`config.mk`:
```
export PLATFORM = sky130hd
export DESIGN_NAME = not_pipe
export DESIGN_NICKNAME = d
export VERILOG_FILES = /design/src/rtl/not_pipe.sv
export SDC_FILE = /design/constraint.sdc
export NUM_CORES = 1
export LEC_CHECK = 0
export BUFFER_PORTS_ARGS = -buffer_cell sky130_fd_sc_hd__buf_2
export CAP_MARGIN = 0
export CELL_PAD_IN_SITES_DETAIL_PLACEMENT = 2
export CELL_PAD_IN_SITES_GLOBAL_PLACEMENT = 2
export CORE_MARGIN = 4
export CORE_UTILIZATION = 34
export CTS_BUF_LIST = sky130_fd_sc_hd__clkbuf_16
export CTS_CLUSTER_SIZE = 30
export DETAILED_ROUTE_END_ITERATION = 8
export GPL_ROUTABILITY_DRIVEN = 0
export PLACE_DENSITY = 0.83
export SYNTH_ARGS = -nofsm -noshare
export SYNTH_HDL_FRONTEND = slang
export SYNTH_SLANG_ARGS = --single-unit
```
`constraint.sdc`:
```
create_clock -name clk -period 4.4 [get_ports clk]
set_input_delay 0.22 -clock clk [delete_from_list [all_inputs] [get_ports clk]]
set_output_delay 0.22 -clock clk [all_outputs]
set_load 0.01 [all_outputs]
```
`src/rtl/not_pipe.sv`:
```
// Elastic pipeline of STAGES registers that stores each accepted word as in_a XOR mask.
// Every stage can fill a bubble while the output is stalled; flush and reset empty the pipe.
module not_pipe #(
    parameter int WIDTH  = 16,
    parameter int STAGES = 2
) (
    input  logic                           clk,
    input  logic                           reset,
    input  logic                           flush,
    input  logic                           in_valid,
    output logic                           in_ready,
    input  logic [WIDTH-1:0]               in_a,
    input  logic [WIDTH-1:0]               mask,
    output logic                           out_valid,
    input  logic                           out_ready,
    output logic [WIDTH-1:0]               out,
    output logic [$clog2(STAGES+1)-1:0]    occupancy
);

    localparam int OCC_W = $clog2(STAGES + 1);

    // Handshake: a word moves across a boundary on a rising edge where the sender's
    // valid and the receiver's ready are both high; valid never waits on ready.
    logic [STAGES-1:0] valid_q;
    logic [STAGES-1:0] valid_d;
    logic [WIDTH-1:0]  data_q [STAGES];
    logic [WIDTH-1:0]  data_d [STAGES];
    logic [STAGES:0]   rdy;
    logic [OCC_W-1:0]  occ;

    // A stage can take a word when it is empty or its own word moves on this edge.
    always_comb begin
        rdy[STAGES] = out_ready;
        for (int i = STAGES - 1; i >= 0; i--) begin
            rdy[i] = !valid_q[i] || rdy[i+1];
        end
    end

    assign in_ready = rdy[0] && !reset && !flush;

    always_comb begin
        valid_d = valid_q;
        for (int i = 0; i < STAGES; i++) begin
            data_d[i] = data_q[i];
        end
        if (flush) begin
            valid_d = '0;
        end else begin
            if (rdy[0]) begin
                valid_d[0] = in_valid;
                if (in_valid) begin
                    data_d[0] = in_a ^ mask;
                end
            end
            for (int i = 1; i < STAGES; i++) begin
                if (rdy[i]) begin
                    valid_d[i] = valid_q[i-1];
                    if (valid_q[i-1]) begin
                        data_d[i] = data_q[i-1];
                    end
                end
            end
        end
    end

    always_ff @(posedge clk or posedge reset) begin
        if (reset) begin
            valid_q <= '0;
            for (int i = 0; i < STAGES; i++) begin
                data_q[i] <= '0;
            end
        end else begin
            valid_q <= valid_d;
            for (int i = 0; i < STAGES; i++) begin
                data_q[i] <= data_d[i];
            end
        end
    end

    always_comb begin
        occ = '0;
        for (int i = 0; i < STAGES; i++) begin
            occ = occ + OCC_W'(valid_q[i]);
        end
    end

    assign occupancy = occ;
    assign out_valid = valid_q[STAGES-1];
    assign out       = data_q[STAGES-1];

endmodule

```
== After elaboration in Yosys (flattened, before gate mapping) ==
Index checks and enable logic that the tools add are counted.

* Muxes and demuxes: 3
* Add/subtract/negate cells: 1
* Reductions and logical operators: 12
* Bitwise gates (word level): 2

{| class="wikitable"
|+ Operators with widths
! cell !! count
|-
| XOR 16 bit || 1
|-
| AND reduction 3 bit || 2
|-
| zero test 1 bit || 4
|-
| nonzero test 2 bit || 2
|-
| adder 1 x 1 -> 2 bit || 1
|-
| logical AND 1 bit || 2
|-
| logical OR 1 bit || 2
|-
| two-way mux 1 bit || 2
|-
| two-way mux 2 bit || 1
|-
| inverter 1 bit || 1
|}

* Input bits: 37
* Bits in registers: 34
* Output and inout port bits: 20
* Word-level logic and storage cells: 22

== Depth between registers and ports, before layout ==
* Depth after elaboration: 5
* Depth in mapped cells: 5

== Worst setup path before layout ==
OpenSTA, ideal clock, no wires.

* Path type: reg2reg
* From: reg valid_q[1]
* To: reg data_q[19] in the netlist's numbering
* Setup time: 0.125 ns
* Path buffers: 2
* Data required time: 4.275 ns
* Slack: 2.739 ns
* Stages on the path, launching flop included: 6
* Data arrival time: 1.535 ns
* Cells stage by stage: dfrtp_1 > and3b_1 > or3b_1 > buf_6 > buf_6 > mux2_4

* Cells in the longest elaborated chain, start to end: 4

{| class="wikitable"
|+ RTL lines
! item !! line !! source
|-
| start, declared || 24 || <nowiki>logic [STAGES-1:0] valid_q;</nowiki>
|-
| start signal, assigned || 73 || <nowiki>valid_q <= valid_d;</nowiki>
|-
| zero test 1 bit || 35 || <nowiki>rdy[i] = !valid_q[i] || rdy[i+1];</nowiki>
|-
| logical OR 1 bit (2 in series) || 35 ||
|-
| AND reduction 3 bit (no source line) || - ||
|-
| end signal, assigned by index || 75 || <nowiki>data_q[i] <= data_d[i];</nowiki>
|-
| end, declared || 26 || <nowiki>logic [WIDTH-1:0] data_q [STAGES];</nowiki>
|}

Every way passes these cells.
A chain may end at the register's enable or synchronous reset.

== Worst setup path after layout ==
* From: reg valid_q[0]
* To: reg data_q[25] in the netlist's numbering

* Cells in the longest elaborated chain, start to end: 3

{| class="wikitable"
|+ RTL lines
! item !! line
|-
| zero test 1 bit || 35
|-
| logical OR 1 bit || 35
|-
| AND reduction 3 bit (no source line) || -
|}

Every way passes these cells.

==> metrics <==
CTS buffer count 5; post-DR wirelength/cell 17.4 um; Synth cell types 16; DP HPWL 2770 um; clock sinks 34; most frequent cells after synthesis 34 x dfrtp_1, 22 x mux2_2, 16 x buf_4, 16 x xor2_1, 10 x mux2_4; Syn Area/Cell 14.3 sq um; ranking of synthesized cells by area dfrtp_1 53%, mux2_2 15%, mux2_4 9.4%; number of synthesized register bits 34; DRT Wirelength 3650 um; first-pass GRT wire length 6110 um; mux cell area share after synthesis 24.8%; worst-path maximum fanout 16; antenna violations before repair 0; htree depth 2; root buffer cell clkbuf_16; outcome finished, final reports clean; share of layout cells above drive strength 1 59.5%; ys async rst share 100%; Pwr Density 505 nW/um^2; post-synthesis sequential area ratio 53.0%; CP cell instances and3b_1 -> or3b_1 -> mux2_4; Total GRT Usage 13.6%; GRT overflow 0; clock skew 0.00554 ns; Via-to-Cell Ratio 4.64; Worst VDD drop 0.155 mV; Yosys top cell by area dfrtp_1; Top delay family on crit path simple AND/OR/NAND/NOR gates; Core ar. 4470 sq um; clk_lat worst skew 0.27 ns; Leak Pwr 1.00 nW; Antenna Cells 0; Total Neg Setup Slack 0 ns; post-synth top area share 53.0%; Hold Vio Cnt, Final 0; largest stage delay on the critical path 0.77 ns; Initial DRT Pass Iterations 2; nets 196; CP Launch Point valid_q[0]$_DFFE_PP0P_; synthesized area 1610 sq um; fin worst setup slack 2.41 ns; Die Span X 76.7 um; Max Fclk 503 MHz; Synth Flop Type dfrtp_1; Post-DRT Antenna Nets 0; Port Buf Inserts 56; worst slack, placed 2.42 ns; hold_sp flush; worst slew pin tran 0.983 ns; Hold Buf Count CTS 1; critical path class flop to flop; Post-CTS Setup Inserts 0; pins over their slew limit 0; Syn Inst Count 112; number of synthesized flops with an enable pin 0; largest family of logic cells by synthesized area multiplexers; Max Cap Viol 0; Die Footprint 5880 sq um; Resized Gates After CTS 0; DR iter-0 viols 53; clk slew on worst S/H paths 0.05 ns; final period utilization 45.2%; post-synthesis xor/xnor area fraction 8.73%; RSZ-0062 raised after global routing no; post-synthesis simple-gate area fraction 2.73%; Synthesis Warnings 0; Layout area overhead 21.7%; final number of setup-violating endpoints 0; Synth Net Count 150; Die Height 76.7 um; post-synthesis adder-cell area fraction 0.779%; CP endpoint kind flop; Arr. time, crit path 2.14 ns; Slowest-stage cell, CP or3b_1; Initial Utilization 35.9%; post-layout min period 1.99 ns; CTS tree done; vias in the first global route 1177; DRC viols 0; Layout fillers 468; CP Data Required Time 4.55 ns; largest net degree at the start of global routing 33; Worst Hold Class input pin to flop; cell with the most instances after synthesis dfrtp_1; Slew headroom 34.4%; Critical Path Start Type flop; Max Buffers Root-to-Sink 2; vias post-DR 974; WP buf/inv 0; Std-Cell Rows 24; io pins 57; area fraction in compound gates after synthesis 0.312%; critical register-to-register path startpoint valid_q[0]$_DFFE_PP0P_
## sequential cells by signal, summed over array words and instances (netlist names)
signal and count:
data_q 16, valid_q 2, out 16
## cells in the final DEF, fill, tap and decap left out, drive strengths merged
master        n
buf          57
xor2         16
dlygate4sd3   1
nor3          1
and3b         1
nor2          2
ha            1
clkbuf        5
inv           4
or3b          1
nand2b        1
a21oi         1
dfrtp        34
mux2         32
nand3b        1
## metal layers
| metal | share of wire [%] | global-route usage, % | routed length [um] |
|---|---|---|---|
| met5 | 0 | 0 | 0 |
| met1 | 42 | 15.7 | 1530 |
| met4 | 2.1 | 6.52 | 77 |
| met3 | 4.8 | 4.22 | 177 |
| met2 | 51 | 22.8 | 1870 |
## layout make-up
cell class / count / area (sq um) / share of cell area (%)
tap: 52 / 65.1 / 3.33
clock buffer: 5 / 125 / 6.41
multi-input combinational: 57 / 599 / 30.7
timing repair buffer: 58 / 298 / 15.2
sequential: 34 / 851 / 43.6
inverter: 2 / 7.51 / 0.384
clock inverter: 2 / 7.51 / 0.384
## stage by stage
| stage | cell area [sq um] | total power (W) | hold WS, ns | cells | util [%] |
|---|---|---|---|---|---|
| 6_report | 1950 | 0.000986 | 0.172 | 210 | 43.7 |
| 5_1_grt | 1950 | 0.00105 | 0.178 | 210 | 43.7 |
| 4_1_cts | 1950 | 0.00100 | 0.169 | 210 | 43.7 |
| 3_5_place_dp | 1810 | 0.000682 | 0.102 | 202 | 40.5 |
| 3_3_place_gp | 1810 | 0.000660 | 0.0875 | 202 | 40.5 |
| 2_1_floorplan | 1610 | 0.000643 | 0.283 | 112 | - |
## power by group
group	internal (W)	leakage [nW]	total, W	switching [W]
combinational	0.000130	0.527	0.000230	0.0000994
clock	0.000202	0.0723	0.000316	0.000115
sequential	0.000397	0.405	0.000440	0.0000436
## worst register-to-register path: cells and delay by family, from the launching register on
kind             cells  cell delay (ns)
muxes                1             0.46
DFF                  1             0.41
and+or+nand+nor      2             1.00
## kinds of logic (layout without fill, tap and decap cells)
| group | count (synthesis) | count (layout) |
|---|---|---|
| flip-flops | 34 | 34 |
| multiplexers | 32 | 32 |
| buffers and inverters | 21 | 67 |
| XOR/XNOR | 16 | 16 |
| AND/OR/NAND/NOR | 7 | 7 |
| adder cells (fa/ha/maj) | 1 | 1 |
| AO/OA/AOI/OAI | 1 | 1 |
## final timing paths
| check | endpoint | slack, ns | cells after the start |
|---|---|---|---|
| min in group asynchronous | valid_q[1]$_DFFE_PP0P_ | 0.39 | 3 |
| setup / recovery | data_q[25]$_DFFE_PP0P_ | 2.41 | 3 |
| hold reg to reg | out[10]$_DFFE_PP0P_ | 0.50 | 1 |
| hold / removal | valid_q[0]$_DFFE_PP0P_ | 0.17 | 2 |
| setup reg to reg | data_q[25]$_DFFE_PP0P_ | 2.41 | 3 |
| max in group asynchronous | out[11]$_DFFE_PP0P_ | 3.41 | 4 |
No activity file was read; power rests on OpenSTA's default activity.
